--- src/rtl/soc_ifc_fw_upd_rst_ctrl_if.sv ---
// Boot FSM state type shared with soc_ifc, plus the request/status bundle
// between firmware-update register logic and the reset sequencing stage.
package soc_ifc_fw_upd_rst_pkg;

   typedef enum logic [2:0] {
      BOOT_IDLE   = 3'd0,
      BOOT_FUSE   = 3'd1,
      BOOT_FW_RST = 3'd2,
      BOOT_WAIT   = 3'd3,
      BOOT_DONE   = 3'd4
   } boot_fsm_state_e;

endpackage

interface soc_ifc_fw_upd_rst_ctrl_if #(
   parameter int CNT_W = 8
);
   import soc_ifc_fw_upd_rst_pkg::*;

   logic             req_we;
   logic             req_wdata;
   logic             wait_we;
   logic [7:0]       wait_wdata;
   boot_fsm_state_e  boot_fsm_ps;
   logic             fw_update_rst_window;
   logic             fw_update_rst;
   logic [7:0]       fw_update_rst_wait_cycles;
   logic             busy;
   logic             done_pulse;
   logic             timeout_err;
   logic             wr_ignored_err;
   logic [CNT_W-1:0] rst_count;

   modport master (
      output req_we, req_wdata, wait_we, wait_wdata, boot_fsm_ps, fw_update_rst_window,
      input  fw_update_rst, fw_update_rst_wait_cycles, busy, done_pulse,
             timeout_err, wr_ignored_err, rst_count
   );

   modport slave (
      input  req_we, req_wdata, wait_we, wait_wdata, boot_fsm_ps, fw_update_rst_window,
      output fw_update_rst, fw_update_rst_wait_cycles, busy, done_pulse,
             timeout_err, wr_ignored_err, rst_count
   );

endinterface

--- src/rtl/soc_ifc_fw_upd_rst_ctrl.sv ---
// Turns a software firmware-update request into the boot FSM's fw_update_rst level,
// follows the reset through BOOT_FW_RST/BOOT_WAIT and reports completion status.
module soc_ifc_fw_upd_rst_ctrl
   import soc_ifc_fw_upd_rst_pkg::*;
#(
   parameter logic [7:0] DEFAULT_WAIT = 8'd10,
   parameter logic [7:0] MIN_WAIT     = 8'd5,
   parameter int         ACK_TIMEOUT  = 1024,
   parameter int         CNT_W        = 8
) (
   input  logic                         clk,
   input  logic                         cptra_rst_b,
   soc_ifc_fw_upd_rst_ctrl_if.slave     ctrl
);

   localparam int TO_W = (ACK_TIMEOUT > 0) ? $clog2(ACK_TIMEOUT + 1) : 1;
   localparam logic [TO_W-1:0] TO_LAST = TO_W'((ACK_TIMEOUT > 0) ? (ACK_TIMEOUT - 1) : 0);
   localparam bit TO_EN = (ACK_TIMEOUT != 0);

   typedef enum logic [1:0] {
      IDLE    = 2'd0,
      REQ     = 2'd1,
      ACKED   = 2'd2,
      RECOVER = 2'd3
   } state_e;

   state_e           state;
   state_e           state_nxt;
   logic [TO_W-1:0]  to_cnt;
   logic             req_set;
   logic             to_hit;
   logic             done_hit;
   logic             wr_ign;

   logic             fw_update_rst_q;
   logic [7:0]       wait_cycles_q;
   logic             busy_q;
   logic             done_pulse_q;
   logic             timeout_err_q;
   logic             wr_ignored_err_q;
   logic [CNT_W-1:0] rst_count_q;

   // Ack beats cancel beats timeout; warm reset (BOOT_IDLE) silently aborts tracking.
   always_comb begin
      state_nxt = state;
      req_set   = 1'b0;
      to_hit    = 1'b0;
      done_hit  = 1'b0;
      wr_ign    = 1'b0;
      case (state)
         IDLE: begin
            if (ctrl.req_we && ctrl.req_wdata) begin
               state_nxt = REQ;
               req_set   = 1'b1;
            end
         end
         REQ: begin
            if (ctrl.boot_fsm_ps == BOOT_FW_RST) begin
               state_nxt = ACKED;
            end else if (ctrl.req_we && !ctrl.req_wdata) begin
               state_nxt = IDLE;
            end else if (TO_EN && (to_cnt == TO_LAST)) begin
               state_nxt = IDLE;
               to_hit    = 1'b1;
            end
         end
         ACKED: begin
            if (ctrl.boot_fsm_ps == BOOT_WAIT) begin
               state_nxt = RECOVER;
            end else if (ctrl.boot_fsm_ps == BOOT_IDLE) begin
               state_nxt = IDLE;
            end
         end
         RECOVER: begin
            if ((ctrl.boot_fsm_ps == BOOT_DONE) && !ctrl.fw_update_rst_window) begin
               state_nxt = IDLE;
               done_hit  = 1'b1;
            end else if (ctrl.boot_fsm_ps == BOOT_IDLE) begin
               state_nxt = IDLE;
            end
         end
         default: state_nxt = IDLE;
      endcase
      if (state != IDLE) begin
         wr_ign = (ctrl.req_we && ctrl.req_wdata) || ctrl.wait_we;
      end
   end

   // State register; the request level is simply "next state is REQ".
   always_ff @(posedge clk or negedge cptra_rst_b) begin
      if (!cptra_rst_b) begin
         state           <= IDLE;
         fw_update_rst_q <= 1'b0;
         busy_q          <= 1'b0;
         done_pulse_q    <= 1'b0;
      end else begin
         state           <= state_nxt;
         fw_update_rst_q <= (state_nxt == REQ);
         busy_q          <= (state_nxt != IDLE);
         done_pulse_q    <= done_hit;
      end
   end

   // Ack timeout counter saturates instead of wrapping; only a new request clears it.
   always_ff @(posedge clk or negedge cptra_rst_b) begin
      if (!cptra_rst_b) begin
         to_cnt <= '0;
      end else if (req_set) begin
         to_cnt <= '0;
      end else if ((state == REQ) && (to_cnt != {TO_W{1'b1}})) begin
         to_cnt <= to_cnt + 1'b1;
      end
   end

   // Wait value is writable only in IDLE, so a same-cycle request still captures the new value.
   always_ff @(posedge clk or negedge cptra_rst_b) begin
      if (!cptra_rst_b) begin
         wait_cycles_q    <= DEFAULT_WAIT;
         timeout_err_q    <= 1'b0;
         wr_ignored_err_q <= 1'b0;
         rst_count_q      <= '0;
      end else begin
         if ((state == IDLE) && ctrl.wait_we) begin
            wait_cycles_q <= (ctrl.wait_wdata < MIN_WAIT) ? MIN_WAIT : ctrl.wait_wdata;
         end
         if (req_set) begin
            timeout_err_q <= 1'b0;
         end else if (to_hit) begin
            timeout_err_q <= 1'b1;
         end
         if (wr_ign) begin
            wr_ignored_err_q <= 1'b1;
         end
         if (done_hit && (rst_count_q != {CNT_W{1'b1}})) begin
            rst_count_q <= rst_count_q + 1'b1;
         end
      end
   end

   assign ctrl.fw_update_rst             = fw_update_rst_q;
   assign ctrl.fw_update_rst_wait_cycles = wait_cycles_q;
   assign ctrl.busy                      = busy_q;
   assign ctrl.done_pulse                = done_pulse_q;
   assign ctrl.timeout_err               = timeout_err_q;
   assign ctrl.wr_ignored_err            = wr_ignored_err_q;
   assign ctrl.rst_count                 = rst_count_q;

endmodule

--- src/flat_wrapper.sv ---
// flat-port wrapper written by rule: the top's interface ports become plain ports
module soc_ifc_fw_upd_rst_ctrl_flat import soc_ifc_fw_upd_rst_pkg::*;
#(
   parameter logic [7:0] DEFAULT_WAIT = 8'd10,
   parameter logic [7:0] MIN_WAIT     = 8'd5,
   parameter int         ACK_TIMEOUT  = 1024,
   parameter int         CNT_W        = 8
)
  (clk, cptra_rst_b, ctrl_req_we, ctrl_req_wdata, ctrl_wait_we, ctrl_wait_wdata, ctrl_boot_fsm_ps, ctrl_fw_update_rst_window, ctrl_fw_update_rst, ctrl_fw_update_rst_wait_cycles, ctrl_busy, ctrl_done_pulse, ctrl_timeout_err, ctrl_wr_ignored_err, ctrl_rst_count);
  soc_ifc_fw_upd_rst_ctrl_if #(.CNT_W(CNT_W)) ctrl_i ();
  input  logic clk;
  input  logic cptra_rst_b;
  input wire logic [$bits(ctrl_i.req_we)-1:0] ctrl_req_we;
  input wire logic [$bits(ctrl_i.req_wdata)-1:0] ctrl_req_wdata;
  input wire logic [$bits(ctrl_i.wait_we)-1:0] ctrl_wait_we;
  input wire logic [$bits(ctrl_i.wait_wdata)-1:0] ctrl_wait_wdata;
  input wire logic [$bits(ctrl_i.boot_fsm_ps)-1:0] ctrl_boot_fsm_ps;
  input wire logic [$bits(ctrl_i.fw_update_rst_window)-1:0] ctrl_fw_update_rst_window;
  output wire logic [$bits(ctrl_i.fw_update_rst)-1:0] ctrl_fw_update_rst;
  output wire logic [$bits(ctrl_i.fw_update_rst_wait_cycles)-1:0] ctrl_fw_update_rst_wait_cycles;
  output wire logic [$bits(ctrl_i.busy)-1:0] ctrl_busy;
  output wire logic [$bits(ctrl_i.done_pulse)-1:0] ctrl_done_pulse;
  output wire logic [$bits(ctrl_i.timeout_err)-1:0] ctrl_timeout_err;
  output wire logic [$bits(ctrl_i.wr_ignored_err)-1:0] ctrl_wr_ignored_err;
  output wire logic [$bits(ctrl_i.rst_count)-1:0] ctrl_rst_count;
  assign ctrl_i.req_we = ctrl_req_we;
  assign ctrl_i.req_wdata = ctrl_req_wdata;
  assign ctrl_i.wait_we = ctrl_wait_we;
  assign ctrl_i.wait_wdata = ctrl_wait_wdata;
  assign ctrl_i.boot_fsm_ps = ctrl_boot_fsm_ps;
  assign ctrl_i.fw_update_rst_window = ctrl_fw_update_rst_window;
  assign ctrl_fw_update_rst = ctrl_i.fw_update_rst;
  assign ctrl_fw_update_rst_wait_cycles = ctrl_i.fw_update_rst_wait_cycles;
  assign ctrl_busy = ctrl_i.busy;
  assign ctrl_done_pulse = ctrl_i.done_pulse;
  assign ctrl_timeout_err = ctrl_i.timeout_err;
  assign ctrl_wr_ignored_err = ctrl_i.wr_ignored_err;
  assign ctrl_rst_count = ctrl_i.rst_count;
  soc_ifc_fw_upd_rst_ctrl #(.DEFAULT_WAIT(DEFAULT_WAIT), .MIN_WAIT(MIN_WAIT), .ACK_TIMEOUT(ACK_TIMEOUT), .CNT_W(CNT_W)) u_core (.clk(clk), .cptra_rst_b(cptra_rst_b), .ctrl(ctrl_i));
endmodule
--- config.mk ---
export PLATFORM = sky130hd
export DESIGN_NAME = soc_ifc_fw_upd_rst_ctrl_flat
export DESIGN_NICKNAME = d
export VERILOG_FILES = /design/src/rtl/soc_ifc_fw_upd_rst_ctrl_if.sv /design/src/rtl/soc_ifc_fw_upd_rst_ctrl.sv /design/src/flat_wrapper.sv
export SDC_FILE = /design/constraint.sdc
export NUM_CORES = 1
export LEC_CHECK = 0
export ABC_AREA = 1
export CAP_MARGIN = 20
export CORE_MARGIN = 5
export CORE_UTILIZATION = 50
export DETAILED_ROUTE_END_ITERATION = 10
export GPL_TIMING_DRIVEN = 0
export PLACE_DENSITY_LB_ADDON = 0.12
export SLEW_MARGIN = 30
export SYNTH_ARGS = -nofsm -noshare
export SYNTH_HDL_FRONTEND = slang
export SYNTH_SLANG_ARGS = --single-unit
--- constraint.sdc ---
create_clock -name clk -period 1.55 [get_ports clk]
set_clock_uncertainty 0.1 [all_clocks]
set_input_delay 0.31 -clock clk [delete_from_list [all_inputs] [get_ports clk]]
set_output_delay 0.31 -clock clk [all_outputs]
set_load 0.02 [all_outputs]
# After elaboration in Yosys (flattened, before gate mapping)
# Cells that the tools add are included.
[word_totals]
ff_bits = 34
input_bits = 17
out_inout_bits = 21
word_cells = 59
[classes]
add_sub_neg = 2
order_cmp = 1
eq_ne = 10
n_mux = 22
reduce_logical = 15
[ops]
columns = ["operator", "n"]
rows = [
  ["11-bit two-way mux", 2],
  ["2-bit two-way mux", 7],
  ["11-bit by 1-bit adder with 11-bit output, second input constant", 1],
  ["11-bit by 10-bit equality test with 1-bit output, second input constant", 1],
  ["1-bit two-way mux", 11],
  ["11-bit != test, second input constant", 1],
  ["8-bit by 1-bit adder with 8-bit output, second input constant", 1],
  ["8-bit by 3-bit less-than comparator with 1-bit output, second input constant", 1],
  ["8-bit two-way mux", 1],
  ["8-bit != test, second input constant", 1],
  ["2-bit one-hot mux with 4 select lines", 1],
  ["2-bit nonzero test", 4],
  ["3-bit by 2-bit equality test with 1-bit output, second input constant", 2],
  ["1-bit logical AND", 6],
  ["2-bit by 1-bit equality test with 1-bit output, second input constant", 2],
  ["2-bit equality test, second input constant", 2],
  ["3-bit equality test, second input constant", 1],
  ["3-bit logical NOT", 1],
  ["1-bit logical NOT", 2],
  ["2-bit logical NOT", 1],
  ["1-bit logical OR", 1],
]

# Longest topological paths before layout
# Gate-level depths: netlist of the first run.
[logic_depth]
depth_word = 7
depth_mapped = 9
mapped_depth_nobuf = 9

# Least setup slack after synthesis of the first run
# OpenSTA, ideal clock, no wires.
[synth_timing]
kind = "flip-flop to flip-flop"
startpoint = "register u_core.rst_count_q[0] (netlist: u_core.ctrl.rst_count[0])"
endpoint = "register u_core.rst_count_q[2] (netlist: u_core.ctrl.rst_count[2])"
setup_time_ns = 0.077
arrival_ns = 1.322
required_time_ns = 1.373
slack_ns = 0.051
stages_incl_launch_ff = 6
n_path_buf = 0
period_less_slack_ns = 1.499
cell_sequence = "dfrtp_1 -> ha_1 -> nand4_4 -> o21ai_2 -> nand2_1 -> o21ai_1"
[synth_via]
elab_chain_len = 2
elab_cells_between_ends = 3
cone_classes = "add/sub: 1; eq/ne: 1; reduce/logical: 1"
[synth_lines]
columns = ["item", "line_no", "rtl"]
rows = [
  ["from (decl)", "soc_ifc_fw_upd_rst_ctrl.sv:41", "logic [CNT_W-1:0] rst_count_q;"],
  ["from (signal assigned)", "soc_ifc_fw_upd_rst_ctrl.sv:135", "rst_count_q <= rst_count_q + 1'b1;"],
  ["branches (longest 2 deep; another with 8-bit by 1-bit adder with 8-bit output)", "n/a", ""],
]
# Parallel ways; which one is timed is not known.
# A chain may end at the register's enable or synchronous reset.

# Worst setup path after layout of the first run
[layout_timing]
startpoint = "register u_core.wait_cycles_q[3] (netlist: u_core.ctrl.fw_update_rst_wait_cycles[3])"
endpoint = "output port ctrl_fw_update_rst_wait_cycles[3]"
[layout_lines]
columns = ["item", "line_no", "rtl"]
rows = [
  ["from (decl)", "soc_ifc_fw_upd_rst_ctrl.sv:36", "logic [7:0] wait_cycles_q;"],
  ["from (signal assigned)", "soc_ifc_fw_upd_rst_ctrl.sv:124", "wait_cycles_q <= (ctrl.wait_wdata < MIN_WAIT) ? MIN_WAIT : ctrl.wait_wdata;"],
  ["to (decl)", "flat_wrapper.sv:20", "output wire logic [$bits(ctrl_i.fw_update_rst_wait_cycles)-1:0] ctrl_fw_update_rst_wait_cycles;"],
]
# No word-level cell between the ends.

==> results.cfg, run 1 <==
[outcome]
status = completed

[timing]
rsz0062_at_grt = yes
hold_viol = 0
setup_viol = 0
slew_viol_final = 0
worst_slew_pin_slew_ns = 0.3384
whs_ns = 0.3586
finalCriticalPeriod_ns = 1.511
finalCritPeriodShare_pct = 97.46
slew-limit-headroom_pct = 77.44
fmax_mhz = 662.0
setup_ws_ns = 0.03942

[logic_synthesis]
yosysUniqueCellTypes = 32
synth_edf_count = 0
syn_inst = 234
yosys_warnings = 0
yosys_register_bits = 34
async_reset_ff_share_pct = 100.0
synth_ff_type = dfrtp_1
avgSynthCellArea_um2 = 8.160
syn_area_mm2 = 0.001909
synthesis.nets = 253
seq_area_frac_synth_pct = 44.69

[finish]
final_area_mm2 = 0.002552
layout-drive-gt1-share_pct = 15.38
n_antenna_cell = 0
fin_nets = 304
syn_to_final_growth_pct = 33.68
fillers = 320

[critical_path]
worstPathRequired_ns = 1.14
cp-start-kind = flip-flop
crit_chain = clkdlybuf4s15_1
arrival_ns = 1.10
worst-path-max-fanout = 2
path_buf_inv = 1
crit_path_end_kind = output pin
critPathSlowestCell = dfstp_2
critical-path-top-delay-family = flip-flops
max_stage_delay_ns = 0.53
critical_path_class = reg2out

[route]
first_pass_iters = 5
top_layer_used = met4
drt_wl_total_um = 3856
met2_length_um = 1820
wl_met1_um = 1821
routedWlPerCell_um = 11.54
drcViolationCount = 0
drt_iter0_drc = 88
ant_nets = 0
dr_wl_met3_um = 157
vias_per_cell = 4.838
vias = 1616

[global_route]
grt_max_degree = 23
grt_pass1_wl_um = 6775
antenna_found_initial = 0
grt_use_total_pct = 16.29
first_global_vias = 1618
grt_overflow = 0

[placement]
hpwlAfterDp_um = 2913
numPortBuffers = 37
place_area_mm2 = 0.002362
pre_cts_slack_ns = -0.2111
globalplace.congestion = 0.8075

[die]
initial_core_util_pct = 51.76
rows = 22
core_mm2 = 0.003689
fp.dieArea_mm2 = 0.005155
io_pins = 38
fp.dieW_um = 71.80
die_h_um = 71.80

[pwr]
p_clk_share_pct = 27.0
p_per_area_mw_per_mm2 = 1467
p_sw_uw = 1397
seqPwrFrac_pct = 35.4
p_sw_share_pct = 37.31
power.share.combinational_pct = 37.7
p_leak_uw = 0.001274
p_int_uw = 2347
ir_worst_vdd_uv = 844.5

[clock_tree]
clk_pin_slew_ns = 0.07
clockBufferDepth = 2
cts-htree-levels = 2
cts_tree = built
clock_latency_ns = 0.28
cts_buffers = 5
clock-root-buffer = clkbuf_8
numClockSinks = 34

[min_path]
worstHoldPathType = in2async

[job]
cap_violations = 0
-- cells in the final DEF (no fill, tap or decap), drive strengths merged --
cell,Yosys,final
a21oi,5,5
a22o,1,1
buf,0,6
bufinv,0,2
clkbuf,0,7
clkdlybuf4s15,0,3
clkdlybuf4s50,0,15
dfrtp,32,32
dfstp,2,2
dlygate4sd2,0,17
dlygate4sd3,0,1
ha,2,2
inv,27,27
nand2,83,83
nand3,19,19
nand3b,1,1
nand4,6,6
nor2,31,31
nor3,2,2
o21a,1,1
o21ai,11,12
o21bai,1,1
xnor2,6,6
xor2,4,4
-- worst register-to-register path, cell delays in order (launching register included) --
cell and delay (ns):
dfrtp_1 0.40, ha_1 0.27, nand4_4 0.18, o21ai_2 0.28
nand2_1 0.10, nand2_1 0.07
-- logic make-up (layout without fill, tap and decap cells) --
family,count (synthesis),in the layout,share of synthesized area [%]
buffers and inverters,27,78,6.095
DFF,34,34,44.69
AOI/OAI and AO/OA,19,20,6.028
xor gates and xnor gates,10,10,4.587
adders and majority gates,2,2,1.310
and+or+nand+nor,142,142,37.29
-- routing by layer --
| layer | track usage (%) | up-vias |
|---|---|---|
| met1 | 20.33 | 731 |
| li1 | - | 850 |
| met5 | 0 | - |
| met2 | 26.53 | 29 |
| met3 | 4.488 | 6 |
| met4 | 6.681 | 0 |
-- metrics by stage --
step | utilization, % | std cells | setup TNS [ns] | total power (µW)
after floorplan | - | 234 | 0 | 2254
after detailed placement | 64.04 | 320 | -3.610 | 2773
after CTS | 68.01 | 330 | 0 | 3725
final | 69.20 | 334 | 0 | 3744
after global placement | 63.43 | 319 | -25.47 | 2740
after global routing | 69.20 | 334 | -0.08666 | 4011
-- final timing paths --
| path | cells after the start | start | to | slack [ns] |
|---|---|---|---|---|
| min in group clk | 2 | u_core.ctrl.fw_update_rst_wait_cycles[3]$_DFFE_PN1P_ | u_core.ctrl.fw_update_rst_wait_cycles[3]$_DFFE_PN1P_ | 0.36 |
| min | 2 | cptra_rst_b | u_core.to_cnt[7]$_DFFE_PN0P_ | 0.36 |
| min reg2reg | 2 | u_core.ctrl.fw_update_rst_wait_cycles[3]$_DFFE_PN1P_ | u_core.ctrl.fw_update_rst_wait_cycles[3]$_DFFE_PN1P_ | 0.36 |
| max | 1 | u_core.ctrl.fw_update_rst_wait_cycles[3]$_DFFE_PN1P_ | ctrl_fw_update_rst_wait_cycles[3] | 0.04 |
| max in group asynchronous | 3 | cptra_rst_b | u_core.ctrl.fw_update_rst_wait_cycles[1]$_DFFE_PN1P_ | 0.50 |
| max reg2reg | 5 | u_core.ctrl.rst_count[0]$_DFFE_PN0P_ | u_core.ctrl.rst_count[3]$_DFFE_PN0P_ | 0.08 |
-- power groups by stage --
stage | Clock (µW) | Sequential, µW | Combinational [µW]
final | 1010 | 1320 | 1410
after floorplan | 0 | 1500 | 759
after global placement | 0 | 1340 | 1400
after global routing | 1070 | 1360 | 1580
after CTS | 1030 | 1320 | 1370
after detailed placement | 0 | 1350 | 1420
-- sequential cells by signal (all words and copies together) (netlist names) --
signal and count:
u_core.ctrl.busy 1, u_core.to_cnt 11, u_core.ctrl.fw_update_rst_wait_cycles 8, u_core.ctrl.rst_count 8
u_core.ctrl.wr_ignored_err 1, u_core.state 2, u_core.ctrl.fw_update_rst 1, u_core.ctrl.timeout_err 1
u_core.ctrl.done_pulse 1
-- timing repair --
item / 4_1_cts / 5_1_grt
setup endpoints to repair: 35 / 20
gates resized for setup: 26 / 7
endpoints found under the hold margin: 12 / 0
setup buffers: 1 / 3
cloned: 0 / 1
hold buffers: 1 / 0
pin swaps: 0 / 2
-- final cells by class --
| cell class | instances | area [µm²] | area share [%] |
|---|---|---|---|
| clock buffer | 6 | 82.58 | 3.235 |
| clock inverter | 2 | 60.06 | 2.353 |
| inverter | 27 | 118.9 | 4.657 |
| multi-input combinational | 174 | 968.4 | 37.94 |
| sequential | 34 | 855.8 | 33.53 |
| tap | 48 | 60.06 | 2.353 |
| timing repair buffer | 43 | 406.6 | 15.93 |
-- cells in the mapped netlist (2+ instances only) --
cell     instances  share of area [%]
inv_1           22                4.3
nor2_4           5                2.9
nor2_8           2                2.1
inv_2            2               0.39
dfstp_2          2                2.8
xor2_1           4                1.8
a21oi_1          5                1.3
nor2_1          23                4.5
nand3_1         17                4.5
nand4_1          5                1.6
nand2_2          2               0.66
o21ai_0          5                1.3
nor3_1           2               0.52
dfrtp_1         32                 42
xnor2_1          6                2.8
ha_1             2                1.3
o21ai_1          5                1.3
nand2_1         79                 16
No activity file was read; power rests on OpenSTA's default activity.
==> inputs of run 2 (changes only) <==
Settings changed: CORE_MARGIN 5 to default, SKIP_LAST_GASP from default to 1.
==> run 2 against run 1 <==
Die area shrank 21%. First-iteration DRC count shrank 18%. Register-to-register slack about the same. Highest routed layer unchanged. Clock power fell by 32%. Cell count is 0.60% lower. Utilization down 1.2 points. Largest cell class unchanged. Maximum frequency down 0.94%. Sequential power about the same.
==> results.cfg, run 2 (synthesis results as in run 1) <==
[clock_tree]
cts_tree = built
clockBufferDepth = 2
clk_pin_slew_ns = 0.07
cts-htree-levels = 2
numClockSinks = 34
clock-root-buffer = clkbuf_8
cts_buffers = 5
clock_latency_ns = 0.29

[finish]
syn_to_final_growth_pct = 30.41
layout-drive-gt1-share_pct = 15.14
layout_common_cells = nand2_1 (79), dfrtp_1 (29), inv_1 (22), nor2_1 (21), dlygate4sd2_1 (19)
fin_cells = 332
top_register = u_core.to_cnt
final_common_cell = nand2_1
n_antenna_cell = 0
largest_reg_flops = 11
fin_nets = 302

[die]
io_pins = 38
core_mm2 = 0.003661
initial_core_util_pct = 52.15
fp.dieArea_mm2 = 0.004070
rows = 22
die_h_um = 63.80
fp.dieW_um = 63.80

[min_path]
worstHoldPathType = in2async

[timing]
slew-limit-headroom_pct = 79.19
finalCriticalPeriod_ns = 1.525
slew_viol_final = 0
rsz0062_at_grt = yes
fmax_mhz = 655.8
setup_viol = 0
hold_viol = 0
tns_ns = 0
finalCritPeriodShare_pct = 98.38
worst_slew_pin_slew_ns = 0.3121

[route]
vias_per_cell = 4.880
first_pass_iters = 4
drt_iter0_drc = 72
ant_nets = 0
drt_wl_total_um = 3759
routedWlPerCell_um = 11.32
vias = 1620
drcViolationCount = 0

[pwr]
ir_worst_vdd_uv = 743.1
p_leak_uw = 0.001256
p_per_area_mw_per_mm2 = 1354

[critical_path]
crit_path_end_kind = output pin
worstPathRequired_ns = 1.14
cp-start-kind = flip-flop
max_stage_delay_ns = 0.53
critPathSlowestCell = dfstp_2
critical-path-top-delay-family = flip-flops
path_buf_inv = 1
arrival_ns = 1.11
worst-path-max-fanout = 2
critical_path_class = reg2out
crit_chain = clkdlybuf4s15_1

[global_route]
grt_use_total_pct = 20.45
grt_pass1_wl_um = 6354
grt_overflow = 0
grt_max_degree = 27
antenna_found_initial = 0
first_global_vias = 1477

[job]
cap_violations = 0

[placement]
globalplace.congestion = 0.8098
dp.cells = 320
hpwlAfterDp_um = 2693
numPortBuffers = 37

[outcome]
status = completed
-- run 2: cell count changes in the layout (fill, tap and decap cells not counted), sizes merged --
cell / delta
buf: -2
dlygate4sd2: +2
clkdlybuf4s50: -1
bufinv: -2
dlymetal6s2s: +1
clkdlybuf4s15: -1
clkinv: +1
-- run 2: final timing paths --
| path | from | to | slack (ns) | depth (start not counted) |
|---|---|---|---|---|
| min in group clk | ctrl_boot_fsm_ps[0] | u_core.ctrl.done_pulse$_DFF_PN0_ | 0.33 | 4 |
| max in group asynchronous | cptra_rst_b | u_core.ctrl.fw_update_rst_wait_cycles[1]$_DFFE_PN1P_ | 0.56 | 3 |
| worst min-delay path | cptra_rst_b | u_core.to_cnt[4]$_DFFE_PN0P_ | 0.31 | 2 |
| worst max-delay path | u_core.ctrl.fw_update_rst_wait_cycles[1]$_DFFE_PN1P_ | ctrl_fw_update_rst_wait_cycles[1] | 0.03 | 1 |
| worst max register to register | u_core.ctrl.rst_count[0]$_DFFE_PN0P_ | u_core.ctrl.rst_count[4]$_DFFE_PN0P_ | 0.09 | 5 |
| worst min register to register | u_core.ctrl.fw_update_rst_wait_cycles[3]$_DFFE_PN1P_ | u_core.ctrl.fw_update_rst_wait_cycles[3]$_DFFE_PN1P_ | 0.36 | 2 |
-- run 2: layer usage --
| metal | vias up | track usage, % | part of all wire, % |
|---|---|---|---|
| met2 | 37 | 32.58 | 47 |
| met4 | 0 | 11.93 | 2.2 |
| met3 | 7 | 4.286 | 3.8 |
| met5 | - | 0 | 0 |
| met1 | 733 | 25.55 | 47 |
| li1 | 843 | - | - |
-- run 2: final cells by class --
cell class / count / area, µm²
sequential: 34 / 857.1
multi-input combinational: 174 / 975.9
clock buffer: 7 / 86.33
tap: 48 / 60.06
inverter: 27 / 116.4
timing repair buffer: 41 / 389.1
fill: 332 / 1171
clock inverter: 1 / 5.005
-- run 2: metrics by stage --
stage,area (µm²),setup WS (ns),total power (µW),util (%),hold slack (ns)
finish,2490,0.02514,3371,68.01,0.3104
global route,2490,-0.02569,3592,68.01,0.3252
CTS,2442,-0.02418,3375,66.71,0.3022
detailed placement,2355,-0.2117,2765,64.32,0.08697
global placement,2340,-0.6624,2734,63.91,0.3501
floorplan,1909,0.05122,2254,-,-0.08559
-- run 2: repair_timing --
item | in CTS | in global routing
hold buffers | 1 | 0
gates resized for setup | 26 | 7
setup endpoints to repair | 32 | 19
cloned | 0 | 1
pin swaps | 0 | 3
setup buffers | 0 | 2
hold endpoints to repair | 8 | 0
-- run 2: power breakdown --
part / internal (µW) / leakage [µW] / total, µW / switching, µW
clock: 358 / 0.0000482 / 684 / 326
combinational: 506 / 0.000772 / 1360 / 855
sequential: 1130 / 0.000436 / 1330 / 192
total: 2000 / 0.00126 / 3370 / 1370
==> inputs of run 3 (changes only) <==
Settings changed: CORE_ASPECT_RATIO from default to 0.8, CTS_CLUSTER_DIAMETER from default to 200.
Clock period 1.55 ns to 1.5 ns, I/O delays scaled along.
==> run 3 against run 2 <==
The flow now finishes with violations (DRC). Count of clock-buffer cells in the layout is the same. Utilization grew 5.4 points. Non-clock buffer count grew 8. Sequential share of layout area shrank 1.2 points. Via count grew 6.7%. Combinational power grew 23%. Global-route usage grew 1.8 points. Largest power group unchanged. First-iteration DRC count grew 100%. Hold slack lost 0.0045 ns.
==> results.cfg, run 3 (synthesis results as in run 1) <==
[outcome]
status = finished, violations left
violations = DRC

[critical_path]
critical_path_class = reg2reg
regToRegEndpoint = u_core.to_cnt[2]$_DFFE_PN0P_
rr_worst_depth = 9
critPathSlowestCell = dfrtp_1
worstPathRequired_ns = 1.63
crit_chain = ha_4 -> nand2_4 -> nor2_4 -> nand3_4 -> nand2_8 -> nand2_8 -> clkinv_8 -> nand2_4 -> nand2_2
reg2reg_slack_ns = 0.03
worst-path-max-fanout = 6
crit_path_end_kind = flip-flop
cp-start-kind = flip-flop
arrival_ns = 1.59
timing.rr.start = u_core.to_cnt[1]$_DFFE_PN0P_
max_stage_delay_ns = 0.41

[route]
vias = 1728
vias_per_cell = 5.158
routedWlPerCell_um = 12.51
ant_nets = 0
first_pass_iters = 7
drt_iter0_drc = 145
drt_wl_total_um = 4192
drcViolationCount = 1

[clock_tree]
cts-htree-levels = 2
cts_tree = built
clockBufferDepth = 2
numClockSinks = 34
clock_latency_ns = 0.29
clock-root-buffer = clkbuf_8
cts_buffers = 5
clk_pin_slew_ns = 0.07

[placement]
hpwlAfterDp_um = 2822
dp.cells = 314
globalplace.congestion = 0.8126
numPortBuffers = 37

[pwr]
power_uw = 3755
ir_worst_vdd_uv = 1056
seqPwrFrac_pct = 36.7
p_clk_share_pct = 18.9
p_int_uw = 2171
p_sw_uw = 1584
p_per_area_mw_per_mm2 = 1444
p_sw_share_pct = 42.19
power.share.combinational_pct = 44.4
p_leak_uw = 0.001298

[timing]
finalCritPeriodShare_pct = 97.92
hold_viol = 0
setup_viol = 0
finalCriticalPeriod_ns = 1.469
worst_slew_pin_slew_ns = 0.2439
slew-limit-headroom_pct = 83.57
rsz0062_at_grt = yes
fmax_mhz = 680.8
whs_ns = 0.3059
slew_viol_final = 0

[global_route]
grt_use_total_pct = 22.26
first_global_vias = 1561
grt_overflow = 0
grt_max_degree = 26
antenna_found_initial = 0
grt_pass1_wl_um = 6831

[die]
fp.dieArea_mm2 = 0.004071
core_mm2 = 0.003542
initial_core_util_pct = 53.90
fp.dieW_um = 71.09
die_h_um = 57.27
io_pins = 38
rows = 19

[finish]
fin_cells = 335
final_core_util_pct = 73.40
largest_reg_flops = 11
syn_to_final_growth_pct = 36.17
top_register = u_core.to_cnt
multi_input_area_mm2 = 0.001039
final_common_cell = nand2_1
fillers = 295
n_antenna_cell = 0
regArea_um2 = 863.3
layout-drive-gt1-share_pct = 24.91
fin_nets = 311
layout_common_cells = nand2_1 (70), dfrtp_1 (24), inv_1 (21), nor2_1 (21), nand3_1 (16)

[min_path]
worstHoldPathType = in2async

[job]
cap_violations = 0
[run 3: cell types whose count changed in the layout (fill, tap and decap cells not counted), sizes merged]
cell and delta:
buf +10, clkbuf +3, clkdlybuf4s50 +1, clkinv +1, dlygate4sd2 -5, dlymetal6s2s -1
inv -1, nand2 +1
[run 3: how the worst max path moves through the flow]
stage / startpoint / endpoint / slack (ns) / cells past startpoint
global route: u_core.to_cnt[1]$_DFFE_PN0P_ / u_core.to_cnt[2]$_DFFE_PN0P_ / -0.04 / 9
floorplan: u_core.ctrl.rst_count[0]$_DFFE_PN0P_ / u_core.ctrl.rst_count[2]$_DFFE_PN0P_ / 0.001 / 5
finish: u_core.to_cnt[1]$_DFFE_PN0P_ / u_core.to_cnt[2]$_DFFE_PN0P_ / 0.03 / 9
CTS: u_core.ctrl.rst_count[3]$_DFFE_PN0P_ / ctrl_rst_count[3] / -0.06 / 1
global placement: cptra_rst_b / u_core.ctrl.rst_count[1]$_DFFE_PN0P_ / -0.67 / 1
detailed placement: ctrl_boot_fsm_ps[0] / u_core.ctrl.rst_count[5]$_DFFE_PN0P_ / -0.24 / 7
[run 3: per-stage QoR]
step / cell area [µm²] / TNS (ns) / setup WS (ns)
finish: 2600 / 0 / 0.03124
detailed placement: 2347 / -4.738 / -0.2392
global placement: 2332 / -26.66 / -0.6746
CTS: 2455 / -0.05841 / -0.05841
floorplan: 1909 / 0 / 0.001220
global route: 2600 / -0.2448 / -0.03690
[run 3: critical path: cells and delay by family (launching register included)]
kind	cells	cell delay [ns]
adders and majority gates	1	0.18
DFF	1	0.41
and+or+nand+nor	7	0.64
buffers and inverters	1	0.08
[run 3: timing repair]
item                                   CTS  global route
gates cloned                             0             2
setup buffers                            2             8
setup endpoints to repair               40            27
resized for setup                       29            38
hold buffers                             1             0
endpoints found under the hold margin    9             0
pin swaps                                0            13
[run 3: layout make-up]
class	count	area share, %
multi-input combinational	175	39.94
sequential	34	33.21
timing repair buffer	49	16.46
inverter	27	4.860
clock buffer	7	3.321
tap	42	2.021
clock inverter	1	0.1925
[run 3: power groups by stage]
stage               registers, µW  logic, µW  clock network, µW
global placement             1390       1420                  0
floorplan                    1540        784                  0
CTS                          1360       1440                715
detailed placement           1400       1460                  0
finish                       1380       1670                711
global route                 1410       1830                770
[run 3: layer usage]
layer	part of all wire, %	vias to the layer above	track usage [%]
li1	-	866	-
met1	47	800	29.13
met2	46	54	33.65
met3	5.0	8	8.127
met4	1.8	0	9.429
met5	0	-	0
